<file path="config.mk">
export PLATFORM = sky130hd
export DESIGN_NAME = mem_bus_arbiter
export DESIGN_NICKNAME = d
export VERILOG_FILES = /design/src/rtl/mem_bus_arbiter.sv
export SDC_FILE = /design/constraint.sdc
export NUM_CORES = 1
export LEC_CHECK = 0
export ABC_CLOCK_PERIOD_IN_PS = 2400
export BUFFER_PORTS_ARGS = -buffer_cell sky130_fd_sc_hd__buf_2
export CAP_MARGIN = 5
export CORE_MARGIN = 3
export CORE_UTILIZATION = 46
export CTS_BUF_LIST = sky130_fd_sc_hd__clkbuf_16
export DETAILED_ROUTE_END_ITERATION = 6
export GPL_TIMING_DRIVEN = 0
export PLACE_DENSITY = 0.8
export SYNTH_ARGS = -nofsm -noshare
export SYNTH_HDL_FRONTEND = slang
export SYNTH_SLANG_ARGS = --single-unit
</file>
<file path="constraint.sdc">
create_clock -name clk -period 2.4 [get_ports clk]
set_clock_uncertainty 0.1 [all_clocks]
set_input_delay 0.48 -clock clk [delete_from_list [all_inputs] [get_ports clk]]
set_output_delay 0.48 -clock clk [all_outputs]
set_load 0.1 [all_outputs]
</file>
<file path="src/rtl/mem_bus_arbiter.sv">
// Shares the single memory port between instruction fetch and data access.
// Round-robin grant on conflict, registered req/ready handshake, bus timeout.
module mem_bus_arbiter #(
  parameter int TIMEOUT = 16
) (
  input  logic        clk,
  input  logic        rst,
  input  logic        if_req,
  input  logic [31:0] if_addr,
  output logic        if_ack,
  output logic [31:0] if_rdata,
  input  logic        d_req,
  input  logic        d_we,
  input  logic [31:0] d_addr,
  input  logic [31:0] d_wdata,
  input  logic [3:0]  d_sel,
  output logic        d_ack,
  output logic [31:0] d_rdata,
  output logic        bus_err,
  output logic        stall_if,
  output logic        stall_mem,
  output logic        mem_ce,
  output logic        mem_we,
  output logic [31:0] mem_addr,
  output logic [31:0] mem_wdata,
  output logic [3:0]  mem_sel,
  input  logic [31:0] mem_rdata,
  input  logic        mem_ready
);

  typedef enum logic [1:0] {IDLE, BUSY_IF, BUSY_D, DONE} state_t;

  localparam logic [7:0] CNT_LAST = 8'(TIMEOUT - 1);

  state_t      state;
  logic        last_d;
  logic [7:0]  cnt;
  logic        grant_d;
  logic        finish;

  assign stall_if  = if_req & ~if_ack;
  assign stall_mem = d_req & ~d_ack;

  // D wins when alone, or on conflict when IF had the previous grant
  assign grant_d = d_req & (~if_req | ~last_d);
  // mem_ready on the final counted cycle still counts as success
  assign finish  = mem_ready | (cnt == CNT_LAST);

  always_ff @(posedge clk) begin
    if (rst) begin
      state     <= IDLE;
      last_d    <= 1'b0;
      cnt       <= 8'd0;
      mem_ce    <= 1'b0;
      mem_we    <= 1'b0;
      mem_addr  <= 32'd0;
      mem_wdata <= 32'd0;
      mem_sel   <= 4'd0;
      if_ack    <= 1'b0;
      d_ack     <= 1'b0;
      if_rdata  <= 32'd0;
      d_rdata   <= 32'd0;
      bus_err   <= 1'b0;
    end else begin
      case (state)
        IDLE: begin
          if (d_req | if_req) begin
            mem_ce <= 1'b1;
            if (grant_d) begin
              mem_we    <= d_we;
              mem_addr  <= d_addr;
              mem_wdata <= d_wdata;
              mem_sel   <= d_sel;
              last_d    <= 1'b1;
              state     <= BUSY_D;
            end else begin
              mem_we    <= 1'b0;
              mem_addr  <= if_addr;
              mem_wdata <= 32'd0;
              mem_sel   <= 4'hF;
              last_d    <= 1'b0;
              state     <= BUSY_IF;
            end
          end
        end
        BUSY_IF, BUSY_D: begin
          cnt <= cnt + 8'd1;
          if (finish) begin
            mem_ce  <= 1'b0;
            mem_we  <= 1'b0;
            bus_err <= ~mem_ready;
            if (state == BUSY_D) begin
              d_ack   <= 1'b1;
              d_rdata <= mem_ready ? mem_rdata : 32'd0;
            end else begin
              if_ack   <= 1'b1;
              if_rdata <= mem_ready ? mem_rdata : 32'd0;
            end
            state <= DONE;
          end
        end
        DONE: begin
          if_ack  <= 1'b0;
          d_ack   <= 1'b0;
          bus_err <= 1'b0;
          cnt     <= 8'd0;
          state   <= IDLE;
        end
        default: state <= IDLE;
      endcase
    end
  end

endmodule

</file>
# --- Word-level counts from Yosys, hierarchy flattened ---
# Index checks and enable logic that the tools add are counted.
totals:
  romBits: 0
  regBits: 148
  input_bits: 138
  memories: 0
  output_inout_bits: 139
  latch_bits: 0
  elab_cells: 70
  ram_bits: 0
classes:
  mul: 0
  n_eq_ne: 8
  n_bitwise: 12
  n_lt_le_gt_ge: 0
  n_div: 0
  shifts: 0
  n_reduce_logical: 12
  n_addsub: 1
  muxes: 24
op_table:
  columns: ["op", "count"]
  rows:
  - ["32-bit two-way mux", 3]
  - ["8-bit case mux with 2 select lines", 1]
  - ["3-bit AND reduction", 5]
  - ["1-bit two-way mux", 10]
  - ["1-bit case mux with 2 select lines", 5]
  - ["8-bit by 1-bit adder with 8-bit output, second input constant", 1]
  - ["8-bit by 4-bit equality test with 1-bit output, second input constant", 1]
  - ["2-bit inequality test, second input constant", 4]
  - ["2-bit two-way mux", 3]
  - ["1-bit NOT", 6]
  - ["2-bit case mux with 3 select lines", 1]
  - ["2-bit AND reduction", 3]
  - ["2-bit equality test, second input constant", 2]
  - ["4-bit two-way mux", 1]
  - ["2-bit nonzero test", 2]
  - ["1-bit AND", 3]
  - ["1-bit bitwise OR", 3]
  - ["2-bit by 1-bit equality test with 1-bit output, second input constant", 1]
  - ["2-bit logical NOT", 1]
  - ["2-bit OR reduction", 1]

# --- Depth between registers and ports, before layout ---
# Gate-level depths: netlist (run 1).
depth:
  ltp_word: 6
  ltp_mapped: 7
  mapped_depth_nobuf: 6

# --- Worst setup path after synthesis (run 1) ---
# OpenSTA, ideal clock, no wires.
synth_timing:
  path_type: "register to output"
  from: "register if_ack"
  to: "output stall_if"
  t_arrival_ns: 2.122
  n_path_buf: 0
  stages_incl_launch_ff: 2
  required_ns: 1.820
  setup_slack_ns: -0.302
  cell_sequence: "dfxtp_1 nor2b_1"
synth_between:
  elab_chain_cells: 2
synth_lines:
  columns: ["element", "line", "text"]
  rows:
  - ["from (decl)", "10", "output logic if_ack,"]
  - ["from (signal assigned)", "59", "if_ack <= 1'b0;"]
  - ["from (signal assigned)", "96", "if_ack <= 1'b1;"]
  - ["from (signal assigned)", "103", "if_ack <= 1'b0;"]
  - ["1-bit NOT", "41", "assign stall_if = if_req & ~if_ack;"]
  - ["1-bit AND", "41", null]
  - ["to (decl)", "20", "output logic stall_if,"]
# No other way between the ends.

# --- Final worst setup path (run 1) ---
layout_timing:
  from: "register state[0]"
  to: "register d_rdata[15]"
layout_between:
  elab_chain_cells: 3
  elab_cells_between_ends: 4
  classes_between: "eq/ne: 2; reduce/logical: 2"
layout_lines:
  columns: ["element", "line", "text"]
  rows:
  - ["from (decl)", "35", "state_t state;"]
  - ["from (signal assigned)", "51", "state <= IDLE;"]
  - ["from (signal assigned)", "75", "state <= BUSY_D;"]
  - ["from (signal assigned)", "82", "state <= BUSY_IF;"]
  - ["2-bit equality test or 2-bit by 1-bit equality test with 1-bit output (tied branches)", "65, 92", null]
  - ["2-bit OR reduction", "65", "case (state)"]
  - ["3-bit AND reduction (no line) (*)", null, null]
  - ["to (signal assigned)", "94", "d_rdata <= mem_ready ? mem_rdata : 32'd0;"]
  - ["to (decl)", "18", "output logic [31:0] d_rdata,"]
# Mark *: on every way between the ends. The rest lies on a longest branch, timed or not.
# A chain may end at the register's enable or synchronous reset.

==> results of run 1 <==
[per-layer routing]
metal	vias up	global-route usage (%)	wire (um)
met2	229	45.5	8970
met3	29	7.72	1340
met4	0	9.13	410
li1	2544	-	-
met1	2543	25.9	6440
met5	-	0	0
[power groups by stage]
stage	sequential (W)	clock, W	combinational [W]
global route	0.00335	0.00288	0.00666
finish	0.00330	0.00273	0.00633
floorplan	0.00691	0	0.00164
global placement	0.00331	0	0.00624
CTS	0.00329	0.00277	0.00635
detailed placement	0.00333	0	0.00634
[through the flow]
stage | std cells | total power (W)
floorplan | 521 | 0.00855
detailed placement | 939 | 0.00967
finish | 972 | 0.0124
global placement | 939 | 0.00955
CTS | 970 | 0.0124
global route | 971 | 0.0129
[synthesized netlist by cell type, types with 2 or more instances]
| library cell | number |
|---|---|
| nand3_1 | 5 |
| a31oi_4 | 2 |
| a32o_1 | 64 |
| nand2b_1 | 3 |
| o21ba_2 | 2 |
| nor3_1 | 7 |
| xnor2_1 | 2 |
| buf_6 | 11 |
| xor2_1 | 5 |
| buf_4 | 3 |
| nand4b_1 | 2 |
| clkbuf_1 | 28 |
| nand2_1 | 6 |
| ha_1 | 5 |
| nor2b_1 | 3 |
| and2_1 | 2 |
| inv_1 | 5 |
| a211oi_1 | 34 |
| a22oi_1 | 32 |
| a21oi_1 | 8 |
| buf_2 | 7 |
| dfxtp_1 | 148 |
| nor2_1 | 84 |
| o21ai_0 | 3 |
| mux2i_1 | 34 |
| o21a_1 | 2 |
[critical path, stage by stage, from the launching register on]
cell and delay [ns]:
dfxtp_1 0.34, inv_1 0.10, ha_1 0.42, nand2_1 0.10, nor2_1 0.30, clkbuf_1 0.44
a32o_1 0.25
[layout by cell type, fill, tap and decap left out, drive strengths merged, types with 3 or more instances in the layout]
cell type / instances
buf: 296
dfxtp: 148
nor2: 84
a32o: 64
clkbuf: 45
mux2i: 34
a211oi: 34
a22oi: 32
a21oi: 8
nor3: 8
inv: 8
clkinv: 7
nand2: 6
nand3: 5
xor2: 5
ha: 5
bufinv: 4
o21ai: 4
nand2b: 3
nor2b: 3
a31oi: 3
a21o: 3
[state kept, by name, indices dropped and copies added (netlist names)]
signal and cells:
d_rdata 32, if_rdata 32, mem_addr 32, mem_wdata 32
cnt 8, mem_sel 4, state 2, bus_err 1
d_ack 1, if_ack 1, last_d 1, mem_ce 1
mem_we 1
[area by class of cell]
| cell class | instances | area share (%) |
|---|---|---|
| repair buffers | 275 | 17.7 |
| clock buffers | 17 | 5.48 |
| plain buffers | 49 | 3.69 |
| flip-flops and latches | 148 | 38.1 |
| inverters | 5 | 0.242 |
| multi-input cells | 319 | 30.0 |
| well taps | 143 | 2.30 |
| diodes | 2 | 0.0644 |
| clock inverters | 14 | 2.40 |
[path summary, 6_finish.rpt]
kind / start / end / depth (start not counted)
max: state[0]$_SDFFE_PP0P_ / d_rdata[15]$_SDFFE_PP0P_ / 6
min reg2reg: d_rdata[16]$_SDFFE_PP0P_ / d_rdata[16]$_SDFFE_PP0P_ / 1
max reg2reg: state[0]$_SDFFE_PP0P_ / d_rdata[15]$_SDFFE_PP0P_ / 6
min: d_wdata[22] / mem_wdata[22]$_SDFFE_PP0P_ / 3
[logic make-up after synthesis]
group,after synthesis,share of synthesized area (%)
compound gates,154,23.8
xor+xnor,7,1.10
fa+ha+maj,5,1.12
buf+inv,54,5.46
flops,148,53.0
mux,34,6.09
simple gates,119,9.42
==> impl_metrics.json, run 1 <==
{
  "status": "completed",
  "drive_gt1_share_pct": 40.7,
  "yosys_warnings": 0,
  "post_cts_resized": 0,
  "finalWorstSetupSlack_ns": 0.291,
  "cp-end-kind": "flop",
  "hp-class": "in2reg",
  "cp.required_ns": 2.64,
  "hold_ws_ns": 0.206,
  "maxCapViolCount": 0,
  "internal_power_w": 0.00592,
  "clockRootBuffer": "clkbuf_16",
  "swShare_pct": 52.1,
  "vias_per_cell": 5.50,
  "synthTopCellsByArea": "dfxtp_1 (53%), a32o_1 (11%), mux2i_1 (6.1%), nor2_1 (5.6%), a211oi_1 (4.6%)",
  "netlist_area_um2": 5590,
  "crit_fanout": 10,
  "synth_nets": 664,
  "pwr-share-comb_pct": 51.2,
  "syn2layout_area_growth_pct": 38.9,
  "p_sw_w": 0.00643,
  "drtPass1Iterations": 5,
  "stdcell_area_um2": 7770,
  "yosysSeqAreaShare_pct": 53.0,
  "ctsHoldBuffers": 0,
  "worstSkewPairLatency_ns": 0.41,
  "finalCritPeriodShare_pct": 87.9,
  "cts_buffer_depth": 2,
  "grt_pass1_wl_um": 26000,
  "ir_worst_vdd_v": 0.000982,
  "num_rows": 39,
  "setup_viol": 0,
  "drtIter0Drc": 394,
  "clock-sinks": 148,
  "die_h_um": 116,
  "setup_tns_ns": 0,
  "nets": 958,
  "cts_buffers": 17,
  "port_buffers": 275,
  "fill_cells": 943,
  "synth_cells": 521,
  "ys_ff_latch": 148,
  "fin_crit_ns": 2.11,
  "wire_per_inst_um": 17.7,
  "remaining_drc_errors": 0,
  "via_count": 5345,
  "drv_slew": 0,
  "finish.utilization_pct": 66.6,
  "startpoint_type": "flop",
  "grt_usage_pct": 24.6,
  "synth_edf_count": 0,
  "async_flop_share_pct": 0,
  "drtAntennaViolNets": 0,
  "reg2reg_slack_ns": 0.29,
  "gp_congestion": 0.851,
  "grt_setup_unrepaired": "no",
  "drt-total-wl_um": 17200,
  "post-place-ws_ns": 0.336,
  "fmax_mhz": 474,
  "dieArea_um2": 13500,
  "antenna_found_initial": 1,
  "p_leak_nw": 3.70,
  "core_um2": 11700,
  "ios": 277,
  "sequentialPowerShare_pct": 26.7,
  "p_per_area_nw_per_um2": 1590,
  "crit_type": "reg2reg",
  "slew_headroom_pct": 61.7,
  "synth_cell_type_count": 40,
  "finalHoldViolCount": 0,
  "start_util_pct": 47.9,
  "place_hpwl_um": 13300,
  "multi_input_area_um2": 2330,
  "grt_pass1_vias": 5403,
  "synth_top_area_share_pct": 53.0,
  "regArea_um2": 2960,
  "pwr-share-clk_pct": 22.1,
  "avgSynthCellArea_um2": 10.7,
  "htreeDepth": 4,
  "grt-ovfl-total": 0,
  "clk_pin_slew_worst_paths_ns": 0.06,
  "yosysTopAreaCell": "dfxtp_1",
  "max_slew.worst_pin.slew_ns": 0.574,
  "ys.flop_type": "dfxtp_1",
  "cts_tree": "yes",
  "grt_start_max_net_pins": 17,
  "arrival_ns": 2.35,
  "placed_area_um2": 7150,
  "die-width_um": 116,
  "post-cts-setup-buffer-count": 0
}
No activity file was read; power rests on OpenSTA's default activity.
==> run 2: changes to the inputs <==
- GPL_TIMING_DRIVEN: 0 -> not set
==> impl_metrics.json, run 2 (synthesis gave the netlist of run 1 again) <==
{
  "die_h_um": 116,
  "syn2layout_area_growth_pct": 35.3,
  "port_buffers": 276,
  "ir_worst_vdd_v": 0.00112,
  "grt_pass1_wl_um": 23600,
  "startpoint_type": "flop",
  "cpMaxStageDelayCell": "a31oi_4",
  "slew_headroom_pct": 38.3,
  "remaining_drc_errors": 0,
  "final_common_cell": "buf_2",
  "clock-sinks": 148,
  "setup_viol": 0,
  "grt_pass1_vias": 4856,
  "power_w": 0.0120,
  "wire_per_inst_um": 16.9,
  "cts_tree": "yes",
  "dp.cells": 900,
  "finish.utilization_pct": 64.9,
  "drtAntennaViolNets": 0,
  "htreeDepth": 4,
  "cp.required_ns": 2.65,
  "ios": 277,
  "ctsHoldBuffers": 0,
  "cp_slowest_stage_delay_ns": 0.83,
  "drtIter0Drc": 467,
  "maxCapViolCount": 0,
  "drtPass1Iterations": 5,
  "grt_start_max_net_pins": 77,
  "drv_slew": 0,
  "clockRootBuffer": "clkbuf_16",
  "dieArea_um2": 13500,
  "finalCritPeriodShare_pct": 90.8,
  "cts_buffer_depth": 2,
  "finalHoldViolCount": 0,
  "crit_chain": "inv_1 -> ha_1 -> a31oi_4 -> a32o_1",
  "post-cts-setup-buffer-count": 0,
  "arrival_ns": 2.43,
  "grt-ovfl-total": 0,
  "core_um2": 11700,
  "max_slew.worst_pin.slew_ns": 0.925,
  "setup_tns_ns": 0,
  "stdcell_area_um2": 7560,
  "status": "completed",
  "crit_type": "reg2reg",
  "post_cts_resized": 0,
  "drt-total-wl_um": 15800,
  "placed_area_um2": 7000,
  "fin_crit_ns": 2.18,
  "hp-class": "in2reg",
  "crit_buf_inv": 1,
  "fin_cells": 933,
  "fmax_mhz": 459,
  "via_count": 5156,
  "cp-end-kind": "flop",
  "grt_setup_unrepaired": "no",
  "p_per_area_nw_per_um2": 1590,
  "die-width_um": 116,
  "clk_pin_slew_worst_paths_ns": 0.06,
  "vias_per_cell": 5.53,
  "crit_fanout": 32,
  "drive_gt1_share_pct": 41.9,
  "antenna_found_initial": 2,
  "nets": 919,
  "gp_congestion": 0.828,
  "grt_usage_pct": 22.4,
  "start_util_pct": 47.9,
  "place_hpwl_um": 11500,
  "p_leak_nw": 3.59,
  "crit_family": "compound AO/OA/AOI/OAI gates",
  "num_rows": 39,
  "final_cell_mix": "buf_2 (276), dfxtp_1 (148), nor2_1 (82)",
  "worstSkewPairLatency_ns": 0.41,
  "cts_buffers": 17
}
run 2: power breakdown:
group / internal (W) / leakage [nW] / total (W) / switching (W)
Clock: 0.00152 / 0.276 / 0.00252 / 0.00100
Combinational: 0.00112 / 2.11 / 0.00619 / 0.00507
Sequential: 0.00300 / 1.21 / 0.00330 / 0.000296
Total: 0.00564 / 3.59 / 0.0120 / 0.00637
run 2: worst paths after layout:
kind	startpoint	to	slack [ns]	cells past startpoint
worst min register to register	if_rdata[3]$_SDFFE_PP0P_	if_rdata[3]$_SDFFE_PP0P_	0.36	1
worst max register to register	state[1]$_SDFFE_PP0P_	d_rdata[20]$_SDFFE_PP0P_	0.22	4
worst max-delay path	state[1]$_SDFFE_PP0P_	d_rdata[20]$_SDFFE_PP0P_	0.22	4
worst min-delay path	d_wdata[30]	mem_wdata[30]$_SDFFE_PP0P_	0.20	3
run 2: worst min-delay path, stage by stage:
cell and delay, ns:
buf_2 0.07, a22oi_1 0.05, nor2_1 0.07
run 2: area by class of cell:
| cell class | instances | area [um^2] |
|---|---|---|
| Fill cell | 927 | 4100 |
| Sequential cell | 148 | 2960 |
| Multi-Input combinational cell | 319 | 2350 |
| Timing Repair Buffer | 285 | 1490 |
| Clock buffer | 17 | 425 |
| Tap cell | 143 | 179 |
| Clock inverter | 14 | 138 |
| Inverter | 5 | 18.8 |
| Antenna cell | 2 | 5.00 |
run 2: routing by layer:
metal	GRT usage, %	routed length, um	vias up
met5	0	11	-
met4	11.4	481	2
met3	8.19	1390	32
met2	38.2	7990	232
met1	24.6	5900	2424
li1	-	-	2466
run 2: through the flow:
step           setup slack [ns]  hold WS (ns)
2_1_floorplan             0.220         0.344
3_3_place_gp              0.326         0.342
3_5_place_dp              0.237         0.349
4_1_cts                   0.223         0.185
5_1_grt                  0.0434         0.192
6_report                  0.220         0.199
